$ cat config.mk
export PLATFORM = sky130hd
export DESIGN_NAME = bus_transfer_ctrl
export DESIGN_NICKNAME = d
export VERILOG_FILES = /design/src/rtl/bus_transfer_ctrl.sv
export SDC_FILE = /design/constraint.sdc
export NUM_CORES = 1
export LEC_CHECK = 0
export CORE_MARGIN = 2
export CORE_UTILIZATION = 49
export DETAILED_ROUTE_END_ITERATION = 16
export PLACE_DENSITY = 0.88
export REMOVE_ABC_BUFFERS = 1
export SETUP_SLACK_MARGIN = 0.05
export SYNTH_ARGS = -nofsm -noshare
export SYNTH_HDL_FRONTEND = slang
export SYNTH_SLANG_ARGS = --single-unit
$ cat constraint.sdc
create_clock -name i_clk -period 5.54 [get_ports i_clk]
set_clock_uncertainty 0.15 [all_clocks]
set_input_delay 1.662 -clock i_clk [delete_from_list [all_inputs] [get_ports i_clk]]
set_output_delay 1.662 -clock i_clk [all_outputs]
set_load 0.02 [all_outputs]
$ cat src/rtl/bus_transfer_ctrl.sv
// rtl/bus_transfer_ctrl.sv - shared-bus register-transfer initiator sequencing NOE/NWE strobes
module bus_transfer_ctrl #(
    parameter int SRC_COUNT = 2,
    parameter int DST_COUNT = 2,
    parameter int SRC_W     = 1,
    parameter int DST_W     = 1
) (
    input  logic                 i_clk,
    input  logic                 i_reset,
    input  logic                 i_reqValid,
    output logic                 o_reqReady,
    input  logic [SRC_W-1:0]     i_reqSrc,
    input  logic [DST_W-1:0]     i_reqDst,
    input  logic                 i_reqUseImm,
    input  logic [7:0]           i_reqImm,
    output logic [SRC_COUNT-1:0] o_srcNOE,
    output logic [DST_COUNT-1:0] o_dstNWE,
    output logic [7:0]           o_bus,
    output logic                 o_busNOE,
    input  logic                 i_busNOE,
    output logic                 o_busy,
    output logic                 o_done,
    output logic                 o_err
);

    typedef enum logic [2:0] {
        S_IDLE,
        S_DRIVE,
        S_WRITE,
        S_RELEASE,
        S_ABORT
    } state_t;

    state_t             state_q, state_d;
    logic [SRC_W-1:0]   src_q, src_d;
    logic [DST_W-1:0]   dst_q, dst_d;
    logic [7:0]         imm_q, imm_d;
    logic               use_imm_q, use_imm_d;
    logic               idx_bad;

    logic [SRC_COUNT-1:0] src_noe_d;
    logic [DST_COUNT-1:0] dst_nwe_d;
    logic [7:0]           bus_d;
    logic                 bus_noe_d;
    logic                 driving;

    assign idx_bad = (32'(i_reqDst) >= DST_COUNT) ||
                     (!i_reqUseImm && (32'(i_reqSrc) >= SRC_COUNT));

    always_comb begin
        state_d   = state_q;
        src_d     = src_q;
        dst_d     = dst_q;
        imm_d     = imm_q;
        use_imm_d = use_imm_q;
        case (state_q)
            S_IDLE: begin
                if (i_reqValid && o_reqReady) begin
                    src_d     = i_reqSrc;
                    dst_d     = i_reqDst;
                    imm_d     = i_reqImm;
                    use_imm_d = i_reqUseImm;
                    state_d   = idx_bad ? S_ABORT : S_DRIVE;
                end
            end
            S_DRIVE:   state_d = i_busNOE ? S_ABORT : S_WRITE;
            S_WRITE:   state_d = S_RELEASE;
            S_RELEASE: state_d = S_IDLE;
            S_ABORT:   state_d = S_IDLE;
            default:   state_d = S_IDLE;
        endcase
    end

    // Strobes are computed from the upcoming state so they appear registered in that state's cycle.
    always_comb begin
        src_noe_d = '1;
        dst_nwe_d = '1;
        bus_noe_d = 1'b1;
        bus_d     = 8'h00;
        driving   = (state_d == S_DRIVE) || (state_d == S_WRITE);
        if (driving) begin
            if (use_imm_d) begin
                bus_noe_d = 1'b0;
                bus_d     = imm_d;
            end else begin
                src_noe_d = ~(SRC_COUNT'(1) << src_d);
            end
        end
        if (state_d == S_WRITE) begin
            dst_nwe_d = ~(DST_COUNT'(1) << dst_d);
        end
    end

    always_ff @(posedge i_clk) begin
        if (i_reset) begin
            state_q    <= S_IDLE;
            src_q      <= '0;
            dst_q      <= '0;
            imm_q      <= 8'h00;
            use_imm_q  <= 1'b0;
            o_srcNOE   <= '1;
            o_dstNWE   <= '1;
            o_busNOE   <= 1'b1;
            o_bus      <= 8'h00;
            o_busy     <= 1'b0;
            o_done     <= 1'b0;
            o_err      <= 1'b0;
            o_reqReady <= 1'b1;
        end else begin
            state_q    <= state_d;
            src_q      <= src_d;
            dst_q      <= dst_d;
            imm_q      <= imm_d;
            use_imm_q  <= use_imm_d;
            o_srcNOE   <= src_noe_d;
            o_dstNWE   <= dst_nwe_d;
            o_busNOE   <= bus_noe_d;
            o_bus      <= bus_d;
            o_busy     <= (state_d != S_IDLE);
            o_done     <= (state_d == S_RELEASE);
            o_err      <= (state_d == S_ABORT);
            o_reqReady <= (state_d == S_IDLE);
        end
    end

endmodule

==> impl_metrics.env <==
export IMPL_result_of_the_run="completed"
export IMPL_yosys_area_share_xor_xnor_pct=0
export IMPL_netlist_area_sq_um=1100
export IMPL_yosysUniqueCellTypes=30
export IMPL_post_synth_most_frequent_cells="dfxtp_1, nand2_1, a21oi_1, nor2_1, a22o_1"
export IMPL_grt_util_all_layers_pct=18.8
export IMPL_synth_adder_area_share_pct=0
export IMPL_largest_family_of_logic_cells_by_synthesized_area="simple AND/OR/NAND/NOR gates"
export IMPL_final_period_utilization_pct=62.6
export IMPL_post_synth_mux_area_share_pct=2.72
export IMPL_worstPathArrival_ns=3.60
export IMPL_yosys_area_top_type_share_pct=56.3
export IMPL_irDropWorstVdd_uv=214
export IMPL_insertion_delay_ns=0.33
export IMPL_hold_viol=0
export IMPL_antennaDiodeCount=0
export IMPL_seq_power_share_pct=55.1
export IMPL_critPathKind="input port to flip-flop"
export IMPL_detailroute_wirelength_met2_um=951
export IMPL_post_layout_total_power_uw=442
export IMPL_route_antenna_remaining_nets=0
export IMPL_rsz_0062_raised_after_global_routing="false"
export IMPL_yosysWarnings=0
export IMPL_post_cts_resized_instances=0
export IMPL_timing_critical_path_to_type="flip-flop"
export IMPL_finalWirelength_um=2100
export IMPL_floorplan_initialDensity_pct=50.8
export IMPL_clk_transition_reported_paths_ns=0.09
export IMPL_synth_most_common_cell="dfxtp_1"
export IMPL_nets=156
export IMPL_timing_max_cap_violations=0
export IMPL_first_pass_grt_wire_length_um=3550
export IMPL_ys_ff_latch=31
export IMPL_first_global_vias=838
export IMPL_htree_levels=2
export IMPL_combinationalPowerShare_pct=15.1
export IMPL_drt_drc_violations_left=0
export IMPL_crit_path_max_fanout=21
export IMPL_clockRootBuffer="clkbuf_4"
export IMPL_synth_edff_count=0
export IMPL_hpwl_um=1490
export IMPL_ioPinCount=32
export IMPL_critical_path_required_ns=5.67
export IMPL_p_int_uw=326
export IMPL_area_growth_pct=33.5
export IMPL_cts_made_buffers=5
export IMPL_synth_seq_area_share_pct=56.3
export IMPL_floorplan_die_height_um=51.4
export IMPL_ys_async_sr_fraction_pct=0
export IMPL_slew_violations=0
export IMPL_met3WireLength_um=149
export IMPL_share_of_cells_above_drive_strength_1_pct=7.80
export IMPL_maximum_clock_rate_mhz=288
export IMPL_die_area_sq_um=2650
export IMPL_worst_pin_slew_ns=0.789
export IMPL_hold_buffers=0
export IMPL_layout_cells_non_filler=169
export IMPL_yosys_area_top_type="dfxtp_1"
export IMPL_synth_area_top_cells="dfxtp_1, nand2_1, a22o_1, a21oi_1, mux2i_1"
export IMPL_ys_flop_type="dfxtp_1"
export IMPL_grt_overflow=0
export IMPL_finalWorstPathRequiredPeriod_ns=3.47
export IMPL_synthesized_instance_count=109
export IMPL_vias_per_cell=5.26
export IMPL_holdCritPathClass="flip-flop to flip-flop"
export IMPL_coreArea_sq_um=2170
export IMPL_dr_first_iter_drc_count=18
export IMPL_p_leak_nw=0.560
export IMPL_post_cts_repair_setup_buffers=0
export IMPL_cts_buffer_depth=2
export IMPL_pwr_density_cell_nw_per_um2=300
export IMPL_numPlacedInstances=162
export IMPL_number_of_antenna_violations_at_the_first_check_in_global_routing=0
export IMPL_port_buffers=31
export IMPL_setup_violations_final=0
export IMPL_maxSlewHeadroom_pct=47.3
export IMPL_sw_pwr_uw=116
export IMPL_dr_pass1_iters=5
export IMPL_final_cell_area_sq_um=1470
export IMPL_die_w_um=51.4
export IMPL_dr_max_layer_used="met4"
export IMPL_placementRows=17
export IMPL_finalSetupTns_ns=0
export IMPL_route_detailed_wl_per_inst_um=12.4
export IMPL_overall_via_count_from_detail_route=889
export IMPL_cts_sink_count=31
export IMPL_grt_start_max_net_pins=22
export IMPL_clock_power_share_pct=29.8
export IMPL_postPlaceCellArea_sq_um=1420
export IMPL_synth_avg_cell_area_sq_um=10.1
export IMPL_critPathLaunchType="input port"
export IMPL_place_gp_congestion=0.792
export IMPL_simple_gate_share_of_the_synthesized_area_pct=22.8
export IMPL_drt_met1_wl_um=931
export IMPL_tritoncts_clock_tree="yes"
export IMPL_synth_compound_area_share_pct=14.9
export IMPL_power_share_switching_pct=26.2
[cells by family (layout without fill, tap and decap cells)]
logic type | after synthesis | after routing
flops | 31 | 31
simple gates | 45 | 45
compound gates | 23 | 23
mux | 3 | 3
buf+inv | 7 | 39
[worst max-delay path, stage by stage]
cell             delay [ns]
clkdlybuf4s50_1        0.81
nor4_1                 0.58
and2_0                 0.35
a22o_1                 0.19
[worst paths after layout]
| kind | startpoint | end | slack (ns) | cells after the start |
|---|---|---|---|---|
| hold / removal | imm_q[3] | imm_q[3] | 0.31 | 2 |
| hold reg to reg | imm_q[3] | imm_q[3] | 0.31 | 2 |
| setup reg to reg | state_q[0] | o_srcNOE[1] | 3.68 | 3 |
| setup / recovery | i_reset | o_bus[4] | 2.07 | 4 |
[metrics by stage]
stage,utilization [%],hold WS [ns],setup slack (ns)
floorplan,-,0.281,2.63
global placement,65.2,0.294,1.86
detailed placement,65.2,0.297,1.77
CTS,67.8,0.309,2.11
global route,67.8,0.347,1.91
finish,67.8,0.310,2.07
[layer usage]
layer | vias to the layer above | GRT usage [%]
met1 | 405 | 21.3
met4 | 0 | 14.5
met5 | - | 0
met2 | 31 | 29.1
met3 | 8 | 6.14
li1 | 445 | -
[power groups by stage]
| stage | Clock (mW) | Combinational, mW | Sequential (mW) |
|---|---|---|---|
| floorplan | 0 | 0.0310 | 0.253 |
| global route | 0.143 | 0.0733 | 0.245 |
| finish | 0.132 | 0.0668 | 0.243 |
| detailed placement | 0 | 0.0668 | 0.249 |
| CTS | 0.134 | 0.0671 | 0.243 |
| global placement | 0 | 0.0651 | 0.248 |
[layout make-up]
class	instances	area [sq um]
clock inverters	1	5.00
well taps	28	35.0
clock buffers	6	51.3
fillers	165	698
inverters	1	3.75
flip-flops and latches	31	621
multi-input cells	71	445
repair buffers	31	310
[cell usage in the layout, fill, tap and decap left out, types with 2 or more instances in the layout]
cell type	netlist	final
a211oi_1	2	2
o21ai_0	2	2
mux2i_1	3	3
nand2b_1	3	3
clkdlybuf4s50_1	0	31
nand3b_1	2	2
a22o_1	6	6
nand2_1	16	16
nor2_1	8	8
nor3_1	2	2
clkbuf_4	0	5
a21oi_1	8	8
dfxtp_1	31	31
nand3_1	3	3
and3_1	2	2
nor4_1	2	2
[state kept, by name (all words and copies together) (netlist names), 2 cells and up]
name,count
o_bus,8
state_q,3
imm_q,8
o_srcNOE,2
o_dstNWE,2
Power figures use the tool's default switching activity.
